### config.mk
export PLATFORM = sky130hd
export DESIGN_NAME = cam_clk_ctrl_flat
export DESIGN_NICKNAME = d
export VERILOG_FILES = /design/src/rtl/cam_clk_ctrl_if.sv /design/src/rtl/cam_clk_ctrl.sv /design/src/flat_wrapper.sv
export SDC_FILE = /design/constraint.sdc
export NUM_CORES = 1
export LEC_CHECK = 0
export CAP_MARGIN = 20
export CORE_ASPECT_RATIO = 1.1
export CORE_MARGIN = 4
export CORE_UTILIZATION = 35
export CTS_BUF_LIST = sky130_fd_sc_hd__clkbuf_4 sky130_fd_sc_hd__clkbuf_8
export DETAILED_ROUTE_END_ITERATION = 10
export GPL_TIMING_DRIVEN = 0
export SLEW_MARGIN = 20
export SYNTH_ARGS = -nofsm -noshare
export SYNTH_HDL_FRONTEND = slang
export SYNTH_SLANG_ARGS = --single-unit
export TNS_END_PERCENT = 30
### constraint.sdc
create_clock -name clk -period 2.77 [get_ports clk]
set_input_delay 0.831 -clock clk [delete_from_list [all_inputs] [get_ports clk]]
set_output_delay 0.831 -clock clk [all_outputs]
set_load 0.01 [all_outputs]
### src/rtl/cam_clk_ctrl_if.sv
// Control bundle between the capture controller and cam_clk_ctrl.
// Carries the power request, the divider load port and the ready status.
interface cam_clk_ctrl_if #(
    parameter int DIV_W = 8
);
    logic             pwr_req;
    logic [DIV_W-1:0] div_cfg;
    logic             div_load;
    logic             ready;

    modport master (output pwr_req, output div_cfg, output div_load, input ready);
    modport slave  (input pwr_req, input div_cfg, input div_load, output ready);
endinterface

### src/rtl/cam_clk_ctrl.sv
// Camera xclk divider, power-down/reset sequencer and pixel-clock resync into clk.
// Build option: define CAM_PCLK_SYNC_EN for the SYNC_STAGES-deep p_clock_c synchronizer and pclk_rise.
module cam_clk_ctrl #(
    parameter int DIV_W        = 8,
    parameter int DEFAULT_DIV  = 5,
    parameter int SETTLE_CYC   = 16,
    parameter int RST_HOLD_CYC = 32,
    parameter int SYNC_STAGES  = 2
) (
    input  logic          clk,
    input  logic          rst_n,
    cam_clk_ctrl_if.slave ctrl_if,
    input  logic          cam_ot,
    input  logic          p_clock_c,
    output logic          xclk,
    output logic          cam_rst_n,
    output logic          cam_pwdn,
    output logic          p_clock,
    output logic          pclk_rise
);
    localparam int MAX_CYC = (SETTLE_CYC > RST_HOLD_CYC) ? SETTLE_CYC : RST_HOLD_CYC;
    localparam int CNT_W   = $clog2(MAX_CYC + 1);

    typedef enum logic [1:0] {S_OFF, S_PWR_UP, S_RST_HOLD, S_RUN} state_t;

    if (SYNC_STAGES < 2) begin : g_sync_stages_check
        $error("cam_clk_ctrl: SYNC_STAGES must be at least 2");
    end

    state_t           r_state;
    state_t           w_state_nxt;
    logic [CNT_W-1:0] r_state_cnt;
    logic             r_cam_pwdn;
    logic             r_cam_rst_n;
    logic             r_ready;
    logic             w_cam_pwdn_nxt;
    logic             w_cam_rst_n_nxt;
    logic             w_ready_nxt;

    // NOTE: every signal gets a default before the case so no path can leave it unassigned (no latch).
    always_comb begin
        w_state_nxt     = r_state;
        w_cam_pwdn_nxt  = 1'b0;
        w_cam_rst_n_nxt = 1'b1;
        w_ready_nxt     = 1'b0;
        if (!ctrl_if.pwr_req) begin
            w_state_nxt = S_OFF;
        end else begin
            case (r_state)
                S_OFF:      w_state_nxt = S_PWR_UP;
                S_PWR_UP:   if (r_state_cnt == CNT_W'(SETTLE_CYC - 1))   w_state_nxt = S_RST_HOLD;
                S_RST_HOLD: if (r_state_cnt == CNT_W'(RST_HOLD_CYC - 1)) w_state_nxt = S_RUN;
                default:    w_state_nxt = r_state;
            endcase
        end
        case (w_state_nxt)
            S_OFF: begin
                w_cam_pwdn_nxt  = 1'b1;
                w_cam_rst_n_nxt = 1'b0;
            end
            S_RST_HOLD: w_cam_rst_n_nxt = 1'b0;
            S_RUN:      w_ready_nxt     = 1'b1;
            default:    ;
        endcase
    end

    // Outputs are decoded from the next state so they register on the same edge as the state.
    always_ff @(posedge clk) begin
        if (!rst_n) begin
            r_state     <= S_OFF;
            r_state_cnt <= '0;
            r_cam_pwdn  <= 1'b1;
            r_cam_rst_n <= 1'b0;
            r_ready     <= 1'b0;
        end else begin
            r_state     <= w_state_nxt;
            r_state_cnt <= (w_state_nxt != r_state) ? '0 : r_state_cnt + 1'b1;
            r_cam_pwdn  <= w_cam_pwdn_nxt;
            r_cam_rst_n <= w_cam_rst_n_nxt;
            r_ready     <= w_ready_nxt;
        end
    end

    logic [DIV_W-1:0] r_div_active;
    logic [DIV_W-1:0] r_div_pending;
    logic [DIV_W-1:0] r_div_cnt;
    logic             r_xclk;
    logic             w_div_tc;
    logic [DIV_W-1:0] w_div_cfg_safe;

    assign w_div_tc       = (r_div_cnt == r_div_active - 1'b1);
    assign w_div_cfg_safe = (ctrl_if.div_cfg == '0) ? DIV_W'(1) : ctrl_if.div_cfg;

    // A new half-period only takes effect at a toggle, so no phase is ever cut short.
    always_ff @(posedge clk) begin
        if (!rst_n) begin
            r_div_active  <= DIV_W'(DEFAULT_DIV);
            r_div_pending <= DIV_W'(DEFAULT_DIV);
            r_div_cnt     <= '0;
            r_xclk        <= 1'b0;
        end else begin
            if (ctrl_if.div_load) begin
                r_div_pending <= w_div_cfg_safe;
            end
            if (w_state_nxt == S_OFF) begin
                r_div_cnt <= '0;
                r_xclk    <= 1'b0;
            end else if (r_state != S_OFF && cam_ot) begin
                if (w_div_tc) begin
                    r_div_cnt    <= '0;
                    r_xclk       <= ~r_xclk;
                    r_div_active <= r_div_pending;
                end else begin
                    r_div_cnt <= r_div_cnt + 1'b1;
                end
            end
        end
    end

    logic r_p_clock;

`ifdef CAM_PCLK_SYNC_EN
    logic [SYNC_STAGES-1:0] r_sync;
    logic                   r_pclk_rise;

    // The synchronizer keeps sampling while cam_ot is low; only the output stage freezes.
    always_ff @(posedge clk) begin
        if (!rst_n) begin
            r_sync      <= '0;
            r_p_clock   <= 1'b0;
            r_pclk_rise <= 1'b0;
        end else begin
            r_sync      <= {r_sync[SYNC_STAGES-2:0], p_clock_c};
            r_pclk_rise <= cam_ot & r_sync[SYNC_STAGES-1] & ~r_p_clock;
            if (cam_ot) begin
                r_p_clock <= r_sync[SYNC_STAGES-1];
            end
        end
    end

    assign pclk_rise = r_pclk_rise;
`else
    always_ff @(posedge clk) begin
        if (!rst_n) begin
            r_p_clock <= 1'b0;
        end else if (cam_ot) begin
            r_p_clock <= p_clock_c;
        end
    end

    assign pclk_rise = 1'b0;
`endif

    assign xclk          = r_xclk;
    assign cam_rst_n     = r_cam_rst_n;
    assign cam_pwdn      = r_cam_pwdn;
    assign p_clock       = r_p_clock;
    assign ctrl_if.ready = r_ready;
endmodule

### src/flat_wrapper.sv
// flat-port wrapper written by rule: the top's interface ports become plain ports
module cam_clk_ctrl_flat 
#(
    parameter int DIV_W        = 8,
    parameter int DEFAULT_DIV  = 5,
    parameter int SETTLE_CYC   = 16,
    parameter int RST_HOLD_CYC = 32,
    parameter int SYNC_STAGES  = 2
)
  (clk, rst_n, cam_ot, p_clock_c, xclk, cam_rst_n, cam_pwdn, p_clock, pclk_rise, ctrl_if_pwr_req, ctrl_if_div_cfg, ctrl_if_div_load, ctrl_if_ready);
  cam_clk_ctrl_if #(.DIV_W(DIV_W)) ctrl_if_i ();
  input  logic clk;
  input  logic rst_n;
  input  logic cam_ot;
  input  logic p_clock_c;
  output logic xclk;
  output logic cam_rst_n;
  output logic cam_pwdn;
  output logic p_clock;
  output logic pclk_rise;
  input wire logic [$bits(ctrl_if_i.pwr_req)-1:0] ctrl_if_pwr_req;
  input wire logic [$bits(ctrl_if_i.div_cfg)-1:0] ctrl_if_div_cfg;
  input wire logic [$bits(ctrl_if_i.div_load)-1:0] ctrl_if_div_load;
  output wire logic [$bits(ctrl_if_i.ready)-1:0] ctrl_if_ready;
  assign ctrl_if_i.pwr_req = ctrl_if_pwr_req;
  assign ctrl_if_i.div_cfg = ctrl_if_div_cfg;
  assign ctrl_if_i.div_load = ctrl_if_div_load;
  assign ctrl_if_ready = ctrl_if_i.ready;
  cam_clk_ctrl #(.DIV_W(DIV_W), .DEFAULT_DIV(DEFAULT_DIV), .SETTLE_CYC(SETTLE_CYC), .RST_HOLD_CYC(RST_HOLD_CYC), .SYNC_STAGES(SYNC_STAGES)) u_core (.clk(clk), .rst_n(rst_n), .ctrl_if(ctrl_if_i), .cam_ot(cam_ot), .p_clock_c(p_clock_c), .xclk(xclk), .cam_rst_n(cam_rst_n), .cam_pwdn(cam_pwdn), .p_clock(p_clock), .pclk_rise(pclk_rise));
endmodule
# Word-level counts from Yosys, hierarchy flattened
# Index checks and enable logic that the tools add are counted.
[totals]
ff_bits = 37
elab_cells = 43
out_inout_bits = 6
[op_classes]
n_mux = 9
n_addsub = 3
n_eq_ne = 8
bitwise_logic = 3
reduce_logical = 10
[ops]
columns = ["op", "count"]
rows = [
  ["two-way mux 8 bit", 2],
  ["adder 8 x 1 -> 8 bit, second input constant", 1],
  ["equality test 8 bit", 1],
  ["zero test 8 bit", 1],
  ["subtractor 8 x 1 -> 8 bit, second input constant", 1],
  ["adder 6 x 1 -> 6 bit, second input constant", 1],
  ["equality test 2 bit, second input constant", 3],
  ["equality test 6 x 4 -> 1 bit, second input constant", 1],
  ["equality test 6 x 5 -> 1 bit, second input constant", 1],
  ["two-way mux 2 bit", 3],
  ["case mux 2 bit (3 select lines)", 1],
  ["OR reduction 2 bit", 3],
  ["zero test 2 bit", 2],
  ["two-way mux 1 bit", 3],
  ["inverter 1 bit", 3],
  ["AND reduction 3 bit", 1],
  ["equality test 2 x 1 -> 1 bit, second input constant", 1],
  ["inequality test 2 bit", 1],
  ["AND reduction 2 bit", 1],
  ["nonzero test 2 bit", 1],
  ["logical AND 1 bit", 1],
]

# Longest topological paths before layout
# Gate-level depths: netlist (run 1).
[logic_depth]
ltp_word = 7
mapped_depth = 8

# Worst setup path before layout (run 1)
# OpenSTA, ideal clock, no wires.
[synth_path]
kind = "reg2reg"
start = "register u_core.r_div_active[0]"
end = "register u_core.r_xclk (netlist: u_core.xclk)"
arrival_time_ns = 2.139
required_time_ns = 2.700
slack_ns = 0.561
path_stages_with_launch = 9
setup_ns = 0.070
cell_sequence = "dfxtp_1 > inv_1 > ha_1 > o21ba_1 > a221o_1 > a211o_1 > buf_2 > or4_1 > a21oi_1"
[synth_between]
elab_chain_len = 3
[synth_lines]
columns = ["element", "line", "rtl"]
rows = [
  ["start, declared", "cam_clk_ctrl.sv:84", "logic [DIV_W-1:0] r_div_active;"],
  ["start signal, assigned", "cam_clk_ctrl.sv:97", "r_div_active <= DIV_W'(DEFAULT_DIV);"],
  ["start signal, assigned", "cam_clk_ctrl.sv:112", "r_div_active <= r_div_pending;"],
  ["subtractor 8 x 1 -> 8 bit", "cam_clk_ctrl.sv:91", "assign w_div_tc = (r_div_cnt == r_div_active - 1'b1);"],
  ["equality test 8 bit", "cam_clk_ctrl.sv:91", ""],
  ["AND reduction 2 bit (no line)", "--", ""],
  ["end signal, assigned", "cam_clk_ctrl.sv:111", "r_xclk <= ~r_xclk;"],
  ["end, declared", "cam_clk_ctrl.sv:87", "logic r_xclk;"],
]
# Every way passes these cells.
# A chain may end at the register's enable or synchronous reset.

# Worst setup path after layout (run 1)
[layout_path]
start = "input port cam_ot"
end = "register u_core.r_div_active[7]"
[layout_between]
elab_chain_len = 2
[layout_lines]
columns = ["element", "line", "rtl"]
rows = [
  ["start, declared", "flat_wrapper.sv:14", "input logic cam_ot;"],
  ["logical AND 1 bit", "cam_clk_ctrl.sv:108", "end else if (r_state != S_OFF && cam_ot) begin"],
  ["AND reduction 3 bit (no line)", "--", ""],
]
# Every way passes these cells.

==> run summary, run 1 <==
Global routing
- **global-route track usage on met1** 0.162
- **wire length of the first global-routing pass** 5630 µm
- **number of global-route vias before repair** 1218
- **GRT overflow** 0
- **met2 track demand over resource in global routing** 0.181
- **maximum number of pins on one net before global-route repair** 12
- **gr usage total** 0.125
- **most utilized layer in the global route result** met2
- **initial antenna violation count** 0
- **global-route track usage on met3** 0.0408

Min path
- **end point of the worst hold path** u_core.r_state_cnt[0]
- **Min-Delay Path Class** register to register
- **start point of the worst hold path** u_core.r_state_cnt[0]
- **count of cells along the worst hold path** 1

Yosys
- **top cell type by total area after synthesis** sky130_fd_sc_hd__dfxtp_1
- **instance count of the mapped netlist** 184
- **fraction of registers with async set/reset** 0
- **dominant combinational cell family by area after synthesis** simple AND/OR/NAND/NOR gates
- **adder-cell share of the synthesized area** 0.0222
- **register bit total from synthesis** 36
- **leading register cell type out of synthesis** sky130_fd_sc_hd__dfxtp_1
- **syn avg cell area** 9.19 µm²
- **Syn. warnings** 0
- **synthesized netlist net count** 201
- **top post-synthesis cells by count** 36 x sky130_fd_sc_hd__dfxtp_1, 26 x sky130_fd_sc_hd__nor2_1, 11 x sky130_fd_sc_hd__xnor2_1
- **area share of xor/xnor cells in the synthesized design** 0.109
- **share of the synthesized area in the top cell type** 0.426
- **post-synthesis simple-gate area fraction** 0.181
- **EDFF count, synth** 0
- **count leader, synth** sky130_fd_sc_hd__dfxtp_1
- **compound-cell area share of the yosys netlist** 0.174
- **sequential fraction of the synthesis area** 0.426
- **Post-Synthesis Cell Area** 1690 µm²
- **post-synthesis mux area share** 0.0473
- **top post-synthesis cells by area** sky130_fd_sc_hd__dfxtp_1 43%, sky130_fd_sc_hd__nor2_1 5.8%, sky130_fd_sc_hd__xnor2_1 5.7%
- **count of different cell masters after synthesis** 42

Worst setup path
- **kind of launch point of the worst setup path** input pin
- **worst-case register-to-register setup slack** 0.40 ns
- **max incr delay on CP** 0.68 ns
- **worst flop-to-flop path endpoint** u_core.r_div_active[7]
- **number of cells on the worst reg-to-reg path** 7
- **startpoint of the worst register-to-register path** u_core.r_div_active[0]
- **Data arrival, critical path** 2.81 ns
- **critical path endpoint category** register
- **worst setup path category** input pin to register
- **highest fanout seen on the critical path** 6
- **slowest library cell on the worst path** sky130_fd_sc_hd__a2111oi_2
- **worst-path cell chain** clkdlybuf4s50_1 -> o21a_1 -> nand3_1 -> a2111oi_2 -> nand4_1 -> a21oi_1
- **data required time at the worst endpoint** 2.99 ns

Detailed routing
- **DRT antenna net count** 0
- **post-detailed-route via-to-cell ratio** 5.08
- **total detailed-routing wirelength** 3310 µm
- **number of violations reported at the end of detailed-routing iteration 0** 63
- **DR vias** 1347
- **DRC violation count after routing** 0
- **DRT Pass-1 Iters** 4
- **average routed wire per standard cell** 12.5 µm

Clock tree
- **Reg clk slew, reported paths** 0.07 ns
- **CTS tree** yes
- **number of clock buffers inserted by TritonCTS** 5
- **buffer type at the clock tree root** sky130_fd_sc_hd__clkbuf_8
- **number of resized instances in the post-cts repair step** 0
- **insertion delay to the later sink of the worst-skew pair** 0.28 ns
- **CTS H-tree depth** 2
- **number of sinks driven by the clock tree** 36
- **post-CTS setup buffers** 0
- **clock tree buffer depth** 2
- **Hold-fix buffers, CTS** 0

Final layout
- **number of nets at the end of the flow** 225
- **final cell utilization of the core** 0.436
- **share of cells above drive strength 1** 0.0622
- **Design Area, Final** 2030 µm²
- **diode count** 0
- **layout overhead on the synthesized area** 20.0%

Power and ir drop
- **total power divided by cell area** 490 nW/µm²
- **overall power consumption** 0.000994 W
- **maximum vdd ir drop** 0.000244 V
- **LEAKAGE** 0.764 nW

STA
- **Worst Skew** 0.00870 ns
- **Worst Tran Pin Value** 0.705 ns
- **RSZ-0062 raised after global routing** false
- **Final Hold Fails** 0
- **final critical-path required period** 2.59 ns
- **crit share post-route** 0.934
- **relative slew slack** 0.527
- **Max Freq** 386 MHz
- **final setup violation count** 0
- **worst hold margin** 0.448 ns
- **fin. max-slew vios** 0

Die
- **area of the die** 6010 µm²
- **width of the die** 74.3 µm
- **starting utilization of the core area** 0.364
- **num ports** 20
- **Core Area** 4650 µm²
- **floorplan die height** 80.9 µm
- **row count** 26

Placed design
- **final weighted congestion of routability-driven global placement** 0.769
- **detailed placer's ending HPWL** 2510 µm
- **cell area after placement** 1930 µm²
- **count of buffers from port buffering** 17

Run
- **maxcap violations** 0

Outcome
- **status** finished clean

power by group:
part           total [W]  internal, W  switching (W)
logic          0.0000650    0.0000341      0.0000310
registers       0.000535     0.000529     0.00000635
clock network   0.000394     0.000212       0.000182
worst max path at each step:
stage	from	endpoint	slack, ns	depth (start not counted)
after floorplan	u_core.r_div_active[0]	u_core.xclk	0.56	8
final	cam_ot	u_core.r_div_active[7]	0.18	6
after CTS	cam_ot	u_core.r_div_active[7]	0.16	6
after global routing	cam_ot	u_core.r_div_active[3]	0.04	6
after global placement	cam_ot	u_core.r_div_active[7]	-0.13	6
after detailed placement	cam_ot	u_core.r_div_active[7]	-0.14	6
routing by layer:
metal	wire [µm]	part of all wire	vias up
met5	0	0	-
met4	87	0.026	0
li1	-	-	721
met2	1470	0.44	24
met1	1610	0.49	597
met3	136	0.041	5
layout make-up:
cell class / instances / area, µm²
buffer: 6 / 35.0
tap: 56 / 70.1
clock buffer: 7 / 90.1
clock inverter: 1 / 7.51
fill: 457 / 2620
sequential: 36 / 721
timing repair buffer: 17 / 170
multi-input combinational: 134 / 906
inverter: 8 / 30.0
kinds of logic after synthesis:
kind of cell | count (synthesis)
DFF | 36
xor gates and xnor gates | 21
AOI/OAI and AO/OA | 39
and+or+nand+nor | 62
buffers and inverters | 14
adders and majority gates | 3
muxes | 8
other | 1
flip-flops by register name, indices dropped and copies added (netlist names):
register,flops
u_core.r_div_active,8
u_core.r_div_cnt,8
u_core.r_div_pending,8
u_core.r_state_cnt,6
u_core.cam_pwdn,1
u_core.cam_rst_n,1
u_core.ctrl_if.ready,1
u_core.p_clock,1
u_core.r_state,1
u_core.xclk,1
worst max-delay path, delay by kind of cell:
kind | cells | cell delay (ns)
compound gates | 3 | 1.12
buf+inv | 1 | 0.50
simple gates | 2 | 0.36
per-stage QoR:
stage	setup TNS (ns)	cells	setup WS (ns)
floorplan	0	184	0.561
global placement	-0.823	257	-0.128
detailed placement	-0.900	257	-0.139
CTS	0	265	0.161
global route	0	265	0.0445
finish	0	265	0.182
cell usage in the layout (no fill, tap or decap), types with 2 or more instances in the layout:
cell type,count
sky130_fd_sc_hd__dfxtp_1,36
sky130_fd_sc_hd__nor2_1,26
sky130_fd_sc_hd__clkdlybuf4s50_1,17
sky130_fd_sc_hd__xnor2_1,11
sky130_fd_sc_hd__xor2_1,10
sky130_fd_sc_hd__a21oi_1,9
sky130_fd_sc_hd__mux2i_1,8
sky130_fd_sc_hd__nand4_1,8
sky130_fd_sc_hd__o41ai_1,8
sky130_fd_sc_hd__inv_1,7
sky130_fd_sc_hd__nand2_1,7
sky130_fd_sc_hd__clkbuf_8,6
sky130_fd_sc_hd__nand3_1,5
sky130_fd_sc_hd__and3_1,4
sky130_fd_sc_hd__clkbuf_1,3
sky130_fd_sc_hd__nor3_1,3
sky130_fd_sc_hd__o31ai_1,3
sky130_fd_sc_hd__o211ai_1,3
sky130_fd_sc_hd__ha_1,3
sky130_fd_sc_hd__nand3b_1,2
sky130_fd_sc_hd__nand2b_1,2
sky130_fd_sc_hd__o21ai_1,2
sky130_fd_sc_hd__o21a_1,2
sky130_fd_sc_hd__and4_1,2
Power figures use the tool's default switching activity.
==> run 2: changes to the inputs <==
- CTS_CLUSTER_DIAMETER: default -> 30
- SETUP_SLACK_MARGIN: default -> 0.4
==> run 2 against run 1 <==
Sequential power hardly changed. Flip-flop and latch count did not move. Sequential share of layout area shrank 0.80 points. Final cell count rose by 0.38%. Wire length grew 2.1%. Worst hold slack is essentially flat. Setup slack improved by 0.31 ns. Combinational power rose by 4.6%. Clock skew shrank 0.0024 ns. Critical path type is now register to register. Critical endpoint is now u_core.xclk. Die area unchanged. Power about the same. Global-route usage grew 0.23 points.
==> run summary, run 2 (synthesis results as in run 1) <==
Power and ir drop
- **overall power consumption** 0.000994 W, about the same
- **maximum vdd ir drop** 0.000242 V, -0.79%
- **LEAKAGE** 0.788 nW, +3.2%
- **total power divided by cell area** 477 nW/µm², -2.6%

Detailed routing
- **DRC violation count after routing** 0, unchanged
- **DRT Pass-1 Iters** 4, unchanged
- **post-detailed-route via-to-cell ratio** 5.13, +0.96%
- **number of violations reported at the end of detailed-routing iteration 0** 58, -7.9%
- **DR vias** 1365, +1.3%
- **DRT antenna net count** 0, unchanged
- **average routed wire per standard cell** 12.7 µm, +1.7%
- **total detailed-routing wirelength** 3380 µm, +2.1%

Clock tree
- **Reg clk slew, reported paths** 0.07 ns, about the same
- **buffer type at the clock tree root** sky130_fd_sc_hd__clkbuf_8
- **CTS tree** yes
- **insertion delay to the later sink of the worst-skew pair** 0.28 ns, about the same
- **number of clock buffers inserted by TritonCTS** 5, unchanged
- **clock tree buffer depth** 2, unchanged
- **CTS H-tree depth** 2, unchanged
- **number of sinks driven by the clock tree** 36, unchanged

Worst setup path
- **startpoint of the worst register-to-register path** u_core.r_div_active[0]
- **highest fanout seen on the critical path** 10, +4
- **kind of launch point of the worst setup path** register
- **worst-case register-to-register setup slack** 0.50 ns, +0.10 ns
- **critical path endpoint category** register
- **number of cells on the worst reg-to-reg path** 8, +1
- **worst setup path category** register to register
- **data required time at the worst endpoint** 2.99 ns, about the same
- **worst flop-to-flop path endpoint** u_core.xclk
- **Data arrival, critical path** 2.49 ns, -0.32 ns

Final layout
- **commonest cells after routing, fill and taps aside** 34 x sky130_fd_sc_hd__dfxtp_1, 26 x sky130_fd_sc_hd__nor2_1, 16 x sky130_fd_sc_hd__clkdlybuf4s50_1
- **most common cell after layout, fill and taps aside** sky130_fd_sc_hd__dfxtp_1
- **diode count** 0, unchanged
- **number of nets at the end of the flow** 226, +0.44%
- **layout overhead on the synthesized area** 23.2%
- **final cell utilization of the core** 0.448, +0.0116
- **leading registers by flop count** u_core.r_div_active (8), u_core.r_div_cnt (8), u_core.r_div_pending (8)
- **count of filler cells inserted in the layout** 450, -1.5%
- **share of cells above drive strength 1** 0.100, +0.0378

STA
- **fin. max-slew vios** 0, unchanged
- **final setup violation count** 0, unchanged
- **Max Freq** 440 MHz, +14%
- **Worst Skew** 0.00630 ns, -0.00240 ns
- **RSZ-0062 raised after global routing** true
- **relative slew slack** 0.458, -0.0683
- **Worst Tran Pin Value** 0.807 ns, +0.102 ns
- **crit share post-route** 0.821, -0.113
- **final critical-path required period** 2.27 ns, -0.314 ns
- **worst hold margin** 0.448 ns, -0.000224 ns
- **Final Hold Fails** 0, unchanged

Global routing
- **wire length of the first global-routing pass** 5730 µm, +1.7%
- **GRT overflow** 0, unchanged
- **number of global-route vias before repair** 1243, +2.1%
- **maximum number of pins on one net before global-route repair** 12, unchanged
- **gr usage total** 0.127, +0.00229
- **initial antenna violation count** 0, unchanged

Placed design
- **count of buffers from port buffering** 17, unchanged
- **detailed placer's ending HPWL** 2510 µm, unchanged
- **final weighted congestion of routability-driven global placement** 0.769, unchanged

Outcome
- **status** finished clean

Die
- **starting utilization of the core area** 0.364, unchanged
- **width of the die** 74.3 µm, unchanged
- **floorplan die height** 80.9 µm, unchanged
- **Core Area** 4650 µm², unchanged
- **area of the die** 6010 µm², unchanged
- **row count** 26, unchanged
- **num ports** 20, unchanged

Run
- **maxcap violations** 0, unchanged

Min path
- **count of cells along the worst hold path** 1, unchanged
- **Min-Delay Path Class** register to register
- **end point of the worst hold path** u_core.r_state_cnt[0]
- **start point of the worst hold path** u_core.r_state_cnt[0]

==> run 2: timing repair <==
action,CTS,global route
setup endpoints to repair,9,5
gates cloned,0,0
buffers inserted,1,0
gates resized for setup,5,6
hold buffers,0,0
==> run 2: metrics by stage <==
step	setup TNS [ns]	instances	worst slack (ns)	area (µm²)
after detailed placement	-0.900	257	-0.139	1930
after global routing	0	266	0.380	2080
after global placement	-0.823	257	-0.128	1930
after CTS	0	266	0.404	2060
final	0	266	0.497	2080
after floorplan	0	184	0.561	1690
==> run 2: cell type report <==
class / instances / area [µm²] / area share
plain buffers: 6 / 37.5 / 0.0180
clock buffers: 7 / 90.1 / 0.0432
clock inverters: 1 / 7.51 / 0.00360
inverters: 8 / 33.8 / 0.0162
multi-input cells: 134 / 941 / 0.452
flip-flops and latches: 36 / 723 / 0.347
well taps: 56 / 70.1 / 0.0336
repair buffers: 18 / 180 / 0.0865
==> run 2: power by group <==
group          leakage, nW  internal (W)  switching, W
Clock               0.0479      0.000212      0.000178
Combinational        0.447     0.0000356     0.0000325
Sequential           0.293      0.000529    0.00000658
==> run 2: how the worst max path moves through the flow <==
| stage | start | end | depth (start not counted) |
|---|---|---|---|
| 2_1_floorplan | u_core.r_div_active[0] | u_core.xclk | 8 |
| 3_3_place_gp | cam_ot | u_core.r_div_active[7] | 6 |
| 3_5_place_dp | cam_ot | u_core.r_div_active[7] | 6 |
| 4_1_cts | cam_ot | u_core.xclk | 7 |
| 5_1_grt | u_core.r_div_active[0] | u_core.xclk | 8 |
| 6_report | u_core.r_div_active[0] | u_core.xclk | 8 |
==> run 2: worst max-delay path: stages, from the launching register on <==
cell and delay [ns]:
sky130_fd_sc_hd__dfxtp_2 0.38, sky130_fd_sc_hd__inv_1 0.06, sky130_fd_sc_hd__ha_2 0.22, sky130_fd_sc_hd__o21ba_1 0.17, sky130_fd_sc_hd__a221o_1 0.40, sky130_fd_sc_hd__a211o_1 0.27
sky130_fd_sc_hd__clkbuf_4 0.18, sky130_fd_sc_hd__or4_1 0.40, sky130_fd_sc_hd__a21oi_1 0.14
==> run 2: metal layers <==
metal  vias to the layer above  global-route usage  part of all wire
li1                        720                   -                 -
met1                       608               0.163              0.48
met2                        32               0.187              0.45
met3                         5              0.0408             0.044
met4                         0              0.0694             0.026
met5                         -                   0                 0
==> run 3: changes to the inputs <==
- clock period: 2.77 -> 1.8 ns (I/O delays scaled with it)
==> run 3 against run 2 <==
Register-to-register slack got worse by 0.85 ns. Non-clock buffer count grew 5. Critical path depth unchanged. The run now ends with setup timing left.
==> run summary, run 3 (synthesis results as in run 1) <==
Outcome
- **status** finished with violations
- **failing checks** setup timing

Placed design
- **count of buffers from port buffering** 17, unchanged
- **cell area after placement** 1950 µm², +1.1%
- **detailed placer's ending HPWL** 2570 µm, +2.0%
- **number of placed cells counting well taps** 257, unchanged
- **final weighted congestion of routability-driven global placement** 0.795, +3.4%

Detailed routing
- **total detailed-routing wirelength** 3760 µm, +11%
- **number of violations reported at the end of detailed-routing iteration 0** 70, +21%
- **post-detailed-route via-to-cell ratio** 5.30, +3.2%
- **DRT antenna net count** 0, unchanged
- **DR vias** 1435, +5.1%
- **DRT Pass-1 Iters** 4, unchanged
- **average routed wire per standard cell** 13.9 µm, +9.0%
- **DRC violation count after routing** 0, unchanged

Worst setup path
- **worst setup path category** register to register
- **critical path endpoint category** register
- **Data arrival, critical path** 2.37 ns, -0.12 ns
- **kind of launch point of the worst setup path** register
- **data required time at the worst endpoint** 2.02 ns, -0.97 ns
- **highest fanout seen on the critical path** 10, unchanged

Final layout
- **commonest cells after routing, fill and taps aside** 33 x sky130_fd_sc_hd__dfxtp_1, 26 x sky130_fd_sc_hd__nor2_1, 11 x sky130_fd_sc_hd__clkdlybuf4s50_1
- **diode count** 0, unchanged
- **final cell utilization of the core** 0.471, +0.0234
- **layout overhead on the synthesized area** 29.6%
- **share of cells above drive strength 1** 0.191, +0.0907
- **final cell count without fillers** 271, +1.9%
- **count of filler cells inserted in the layout** 440, -2.2%
- **Multi-input gate area** 987 µm², +4.9%
- **leading registers by flop count** u_core.r_div_active (8), u_core.r_div_cnt (8), u_core.r_div_pending (8)
- **number of nets at the end of the flow** 231, +2.2%
- **Design Area, Final** 2190 µm², +5.2%
- **combined flip-flop and latch cell area** 729 µm², +0.87%
- **most common cell after layout, fill and taps aside** sky130_fd_sc_hd__dfxtp_1

Power and ir drop
- **maximum vdd ir drop** 0.000364 V, +50%
- **overall power consumption** 0.00171 W, +72%
- **LEAKAGE** 0.853 nW, +8.2%
- **total power divided by cell area** 781 nW/µm², +64%

STA
- **final critical-path required period** 2.15 ns, -0.124 ns
- **fin. max-slew vios** 0, unchanged
- **final setup violation count** 17, +17
- **RSZ-0062 raised after global routing** true
- **Worst Skew** 0.00507 ns, -0.00123 ns
- **crit share post-route** 1.19, +0.374
- **Max Freq** 465 MHz, +5.7%
- **worst hold margin** 0.442 ns, -0.00596 ns
- **Worst Tran Pin Value** 0.553 ns, -0.254 ns
- **setup slack after layout** -0.350 ns, -0.846 ns
- **relative slew slack** 0.629, +0.170
- **Final Hold Fails** 0, unchanged

Clock tree
- **CTS H-tree depth** 2, unchanged
- **number of sinks driven by the clock tree** 36, unchanged
- **CTS tree** yes
- **buffer type at the clock tree root** sky130_fd_sc_hd__clkbuf_8
- **clock tree buffer depth** 2, unchanged
- **insertion delay to the later sink of the worst-skew pair** 0.29 ns, about the same
- **Reg clk slew, reported paths** 0.08 ns, about the same
- **number of clock buffers inserted by TritonCTS** 5, unchanged

Die
- **starting utilization of the core area** 0.364, unchanged
- **row count** 26, unchanged
- **width of the die** 74.3 µm, unchanged
- **area of the die** 6010 µm², unchanged
- **floorplan die height** 80.9 µm, unchanged
- **num ports** 20, unchanged
- **Core Area** 4650 µm², unchanged

Min path
- **Min-Delay Path Class** register to register

Global routing
- **GRT overflow** 0, unchanged
- **gr usage total** 0.134, +0.00687
- **maximum number of pins on one net before global-route repair** 12, unchanged
- **number of global-route vias before repair** 1358, +9.3%
- **initial antenna violation count** 0, unchanged
- **wire length of the first global-routing pass** 6180 µm, +7.8%

Run
- **maxcap violations** 0, unchanged

-- run 3: changes by cell type in the layout (fill, tap and decap cells not counted), moves of 2 or more --
cell | before | now
sky130_fd_sc_hd__clkdlybuf4s50_1 | 16 | 11
sky130_fd_sc_hd__buf_4 | 2 | 6
sky130_fd_sc_hd__clkbuf_2 | 0 | 3
sky130_fd_sc_hd__buf_6 | 1 | 3
sky130_fd_sc_hd__clkinvlp_4 | 2 | 0
sky130_fd_sc_hd__dfxtp_4 | 0 | 2
sky130_fd_sc_hd__inv_1 | 7 | 5
sky130_fd_sc_hd__inv_2 | 0 | 2
-- run 3: path summary, 6_finish.rpt --
check | to | depth (start not counted) | slack, ns | start
hold / removal | u_core.r_state_cnt[0] | 1 | 0.44 | u_core.r_state_cnt[0]
hold reg to reg | u_core.r_state_cnt[0] | 1 | 0.44 | u_core.r_state_cnt[0]
setup reg to reg | u_core.xclk | 8 | -0.35 | u_core.r_div_active[1]
setup / recovery | u_core.xclk | 8 | -0.35 | u_core.r_div_active[1]
-- run 3: metal layers --
layer / global-route usage / vias to the layer above / wire length (µm)
li1: - / 729 / -
met1: 0.165 / 667 / 1720
met2: 0.211 / 31 / 1790
met3: 0.0359 / 8 / 159
met4: 0.0712 / 0 / 89
met5: 0 / - / 0
-- run 3: power by group --
group	switching [W]	internal, W	total (W)
registers	0.0000100	0.000812	0.000822
logic	0.0000510	0.0000516	0.000103
clock network	0.000299	0.000489	0.000788
-- run 3: area by class of cell --
class,count,area share
clock inverters,1,0.0137
inverters,8,0.0143
repair buffers,23,0.0925
clock buffers,7,0.0439
flip-flops and latches,36,0.333
multi-input cells,134,0.450
plain buffers,6,0.0205
well taps,56,0.0320
-- run 3: critical path, stage by stage (launching register included) --
cell	delay (ns)
sky130_fd_sc_hd__dfxtp_2	0.35
sky130_fd_sc_hd__inv_2	0.05
sky130_fd_sc_hd__ha_4	0.17
sky130_fd_sc_hd__o21ba_1	0.19
sky130_fd_sc_hd__a221o_1	0.36
sky130_fd_sc_hd__a211o_1	0.28
sky130_fd_sc_hd__buf_6	0.14
sky130_fd_sc_hd__or4_4	0.41
sky130_fd_sc_hd__a21oi_2	0.14
-- run 3: timing repair --
item,in CTS,in global routing
endpoints found under the setup margin,36,34
hold buffers,0,0
setup buffers,6,0
pin swaps,16,1
cloned,0,0
gates resized for setup,27,11
-- run 3: through the flow --
step           setup WS, ns  setup TNS [ns]
6_report             -0.350           -3.81
5_1_grt              -0.410           -4.90
4_1_cts              -0.307           -3.25
3_5_place_dp         -0.837          -13.61
3_3_place_gp         -0.808          -12.85
2_1_floorplan        -0.244           -1.13
==> edit 1, RTL diff (config.mk and constraints of run 2) <==
Encoding of `state_t`: now one-hot (4 bits for 4 states).
--- a/src/rtl/cam_clk_ctrl.sv
+++ b/src/rtl/cam_clk_ctrl.sv
@@ -21,7 +21,7 @@
     localparam int MAX_CYC = (SETTLE_CYC > RST_HOLD_CYC) ? SETTLE_CYC : RST_HOLD_CYC;
     localparam int CNT_W   = $clog2(MAX_CYC + 1);
 
-    typedef enum logic [1:0] {S_OFF, S_PWR_UP, S_RST_HOLD, S_RUN} state_t;
+    typedef enum logic [3:0] {S_OFF = 4'b0001, S_PWR_UP = 4'b0010, S_RST_HOLD = 4'b0100, S_RUN = 4'b1000} state_t;
 
     if (SYNC_STAGES < 2) begin : g_sync_stages_check
         $error("cam_clk_ctrl: SYNC_STAGES must be at least 2");
Formal check against the unedited RTL: same outputs for any inputs over 10 cycles, from zero or initial values and one cycle with rst_n low; not proved beyond that.
==> edit 1 against run 2 <==
- clock skew rose by 2.5 ps
- critical path type is now input pin to flop
- area after synthesis rose by 14%
- cell area rose by 12%
- setup slack got worse by 5.8 ps
- hold slack improved by 0.80 ps
- register-to-register slack improved by 180 ps
- die area rose by 12%
- wire length rose by 5.6%
- sequential cell count rose by 3
- power rose by 18%
==> edit 1: results (changes against run 2) <==
Final layout
  • Multi-input logic area: 1070 um2 (was 941 um2)
  • FILL cells: 543 (was 450)
  • Cell Count, Final, Fillers Out: 310 (was 266)

Logic synthesis
  • Post-synthesis mux area share: 0.0884 (was 0.0473)
  • Netlist cell types: 46 (was 42)
  • Post-Synth XOR/XNOR Area: 0.0955 (was 0.109)
  • Register area share after synthesis: 0.405 (was 0.426)
  • Synth area leaders: dfxtp_1 (41%), mux2i_1 (8.8%), xor2_1 (6.4%) (was dfxtp_1 (43%), nor2_1 (5.8%), xnor2_1 (5.7%))
  • Post-Syn Instances: 208 (was 184)
  • Adder-cell share of the synthesized area: 0.0195 (was 0.0222)
  • List of most frequent post-synthesis cells: dfxtp_1 (39), nand2_1 (25), mux2i_1 (17) (was dfxtp_1 (36), nor2_1 (26), xnor2_1 (11))
  • Syn_nets: 225 (was 201)

GRT
  • Met1 Usage GRT: 0.161 (was 0.163)
  • Met3 Use GR: 0.0221 (was 0.0408)
  • Global-route wire length before repair: 6620 um (was 5730 um)
  • Met2 usage: 0.182 (was 0.187)
  • Overall Global Routing Usage: 0.121 (was 0.127)
  • Vias in the first global route: 1444 (was 1243)
  • Largest net degree at the start of global routing: 14 (was 12)

Clocking
  • Worst skew pair latency: 300 ps (was 280 ps)
  • Postcts setup bufs: 0 (was 1)
  • PostCTS Resize Cnt: 0 (was 5)

Place
  • Placement Setup Slack: 102 ps (was -139 ps)
  • Final RePlAce weighted congestion: 0.739 (was 0.769)
  • DP Cell Count: 299 (was 257)
  • Port Buf Inserts: 16 (was 17)
  • Placed Area: 2180 um2 (was 1930 um2)

Route
  • WL met1: 1770 um (was 1620 um)
  • Vias per std cell: 4.80 (was 5.13)
  • Routed wl met2: 1600 um (was 1530 um)
  • Final WL: 3570 um (was 3380 um)
  • WL met3: 99 um (was 150 um)

Power
  • Pleak: 0.889 nW (was 0.788 nW)
  • Pint: 0.000914 W (was 0.000776 W)
  • Clk network pwr share: 0.429 (was 0.392)
  • Sw Pwr: 0.000256 W (was 0.000217 W)

Setup path
  • Critical path's slowest cell: clkdlybuf4s50_1 (was a221o_1)
  • Slowest stage delay, CP: 570 ps (was 400 ps)
  • Critical Path Start: ctrl_if_pwr_req (was u_core.r_div_active[0]$_SDFFE_PN1P_)

Timing
  • Slew @ Worst Pin: 563 ps (was 807 ps)
  • Crit path time final: 2280 ps (was 2270 ps)

Outcome
  • Outcome: finished clean (unchanged)
-- edit 1: changes by cell type after synthesis, sizes merged, moves of 4 or more --
| cell | change |
|---|---|
| nand2 | +18 |
| nor2 | -14 |
| nor2b | +12 |
| mux2i | +9 |
| nor3 | +9 |
| a21oi | -8 |
| o41ai | -7 |
| nand4 | -6 |
| buf | +4 |
| xnor2 | -4 |
| xor2 | +4 |
-- edit 1: final cells by class --
type,instances,area share
Multi-Input combinational cell,153,0.456
Sequential cell,39,0.334
Timing Repair Buffer,19,0.0834
Tap cell,75,0.0401
Clock buffer,6,0.0353
Buffer,11,0.0257
Clock inverter,2,0.0166
Inverter,5,0.00963
-- edit 1: logic make-up (layout without fill, tap and decap cells) --
logic type,Yosys count,in the layout
DFF,39,39
AOI/OAI and AO/OA,20,20
adders and majority gates,3,3
buffers and inverters,16,43
and+or+nand+nor,91,91
xor gates and xnor gates,21,21
other,1,1
muxes,17,17
==> edit 2, RTL diff (settings of run 2) <==
Without the edit above. `RST_HOLD_CYC` is set to 32 in 2 places; all go to 16.
--- a/src/rtl/cam_clk_ctrl.sv
+++ b/src/rtl/cam_clk_ctrl.sv
@@ -4,7 +4,7 @@
     parameter int DIV_W        = 8,
     parameter int DEFAULT_DIV  = 5,
     parameter int SETTLE_CYC   = 16,
-    parameter int RST_HOLD_CYC = 32,
+    parameter int RST_HOLD_CYC = 16,
     parameter int SYNC_STAGES  = 2
 ) (
     input  logic          clk,
--- a/src/flat_wrapper.sv
+++ b/src/flat_wrapper.sv
@@ -4,7 +4,7 @@
     parameter int DIV_W        = 8,
     parameter int DEFAULT_DIV  = 5,
     parameter int SETTLE_CYC   = 16,
-    parameter int RST_HOLD_CYC = 32,
+    parameter int RST_HOLD_CYC = 16,
     parameter int SYNC_STAGES  = 2
 )
   (clk, rst_n, cam_ot, p_clock_c, xclk, cam_rst_n, cam_pwdn, p_clock, pclk_rise, ctrl_if_pwr_req, ctrl_if_div_cfg, ctrl_if_div_load, ctrl_if_ready);
Check against the original RTL: same outputs for any inputs over 10 cycles, from zero or initial values and one cycle with rst_n low; that may be too few to reach the edited logic, so the function may still have changed.
==> edit 2 against run 2 <==
- wire length shrank 5.4%
- sequential share of layout area shrank 1.2 points
- largest power group unchanged
- cell area grew 0.78%
- synthesized cell count grew 3.8%
- count of clock-buffer cells in the layout unchanged
- setup slack better by 25 ps
- maximum frequency up 1.1%
- sequential cell count shrank 1
- power fell by 3.1%
- combinational power shrank 3%
- area after synthesis up 0.52%
==> edit 2: results (changes against run 2) <==
Place
  • Final RePlAce weighted congestion: 0.718 (was 0.769)
  • Dpl hpwl: 2310 um (was 2510 um)
  • Port Buf Inserts: 16 (was 17)
  • DP Cell Count: 263 (was 257)
  • Placement Setup Slack: 143 ps (was -139 ps)
  • Placed Area: 1930 um2 (about the same)

Route
  • Routed wl met2: 1490 um (was 1530 um)
  • Final WL: 3200 um (was 3380 um)
  • Vias per std cell: 4.83 (was 5.13)
  • Vias: 1332 (was 1365)
  • First DRT Iteration DRCs: 45 (was 58)
  • WL met3: 123 um (was 150 um)
  • WL met1: 1530 um (was 1620 um)

Setup path
  • Critical path's slowest cell: a211o_4 (was a221o_1)
  • CP Max Fanout: 8 (was 10)
  • Worst r2r path cells: 10 (was 8)
  • Family with the most delay on the worst path: compound AO/OA/AOI/OAI gates (unchanged)
  • Worst EP arrival: 2470 ps (was 2490 ps)
  • Slowest stage delay, CP: 380 ps (was 400 ps)

GRT
  • Overall Global Routing Usage: 0.121 (was 0.127)
  • Met2 usage: 0.190 (was 0.187)
  • Vias in the first global route: 1249 (was 1243)
  • Met1 Usage GRT: 0.153 (was 0.163)
  • Met3 Use GR: 0.0371 (was 0.0408)
  • Largest net degree at the start of global routing: 11 (was 12)
  • Global-route wire length before repair: 5630 um (was 5730 um)

Timing
  • Final Skew: 7.27 ps (was 6.30 ps)
  • Slew @ Worst Pin: 629 ps (was 807 ps)

Outcome
  • Outcome: finished clean (unchanged)

Logic synthesis
  • Netlist cell types: 38 (was 42)
  • Register area share after synthesis: 0.412 (was 0.426)
  • Syn_nets: 209 (was 201)
  • Post-Syn Instances: 191 (was 184)
  • List of most frequent post-synthesis cells: dfxtp_1 (35), nand2_1 (26), mux2i_1 (16) (was dfxtp_1 (36), nor2_1 (26), xnor2_1 (11))
  • Synth area leaders: dfxtp_1 (41%), mux2i_1 (9.4%), nand2_1 (5.7%) (was dfxtp_1 (43%), nor2_1 (5.8%), xnor2_1 (5.7%))

Power
  • Pleak: 0.786 nW (was 0.788 nW)
  • Peak supply drop: 0.000276 V (was 0.000242 V)

Final layout
  • Ant diodes: 0 (unchanged)
  • Layout cells sized above 1: 0.109 (was 0.100)
  • Final #Nets: 237 (was 226)
[edit 2: cell types whose count changed after synthesis, sizes merged, moves of 6 or more]
cell    delta
mux2i      +8
nor2      -10
nand2     +19
nor2b     +12
o41ai      -8
clkbuf     +6
[edit 2: worst paths after layout]
kind	startpoint	to	slack [ps]
worst min-delay path	u_core.r_state_cnt[0]$_SDFF_PP0_	u_core.r_state_cnt[0]$_SDFF_PP0_	450
worst max-delay path	u_core.r_div_active[0]$_SDFFE_PN1P_	u_core.xclk$_SDFFE_PP0P_	520
worst min register to register	u_core.r_state_cnt[0]$_SDFF_PP0_	u_core.r_state_cnt[0]$_SDFF_PP0_	450
worst max register to register	u_core.r_div_active[0]$_SDFFE_PN1P_	u_core.xclk$_SDFFE_PP0P_	520
[edit 2: final cells by class]
cell class | count | area (um2)
fill | 491 | 2580
multi-input combinational | 142 | 956
sequential | 35 | 703
timing repair buffer | 21 | 210
clock buffer | 7 | 83.8
tap | 56 | 70.1
buffer | 10 | 56.3
inverter | 4 | 15.0
clock inverter | 1 | 5.00
[edit 2: cell families (layout without fill, tap and decap cells)]
group / Yosys count / in the layout / synth area share
buffers and inverters: 14 / 43 / 0.0331
other: 1 / 1 / 0.00221
and+or+nand+nor: 79 / 79 / 0.238
AOI/OAI and AO/OA: 25 / 25 / 0.103
adders and majority gates: 5 / 5 / 0.0353
xor gates and xnor gates: 16 / 16 / 0.0824
muxes: 16 / 16 / 0.0942
DFF: 35 / 35 / 0.412
[edit 2: where the power goes]
| part | switching, W | internal, W |
|---|---|---|
| Clock | 0.000179 | 0.000196 |
| Combinational | 0.0000308 | 0.0000355 |
| Sequential | 0.00000680 | 0.000514 |
[edit 2: timing repair]
item,CTS,global route
resized for setup,5,9
buffers inserted,2,3
endpoints found under the setup margin,14,14
pin swaps,3,4
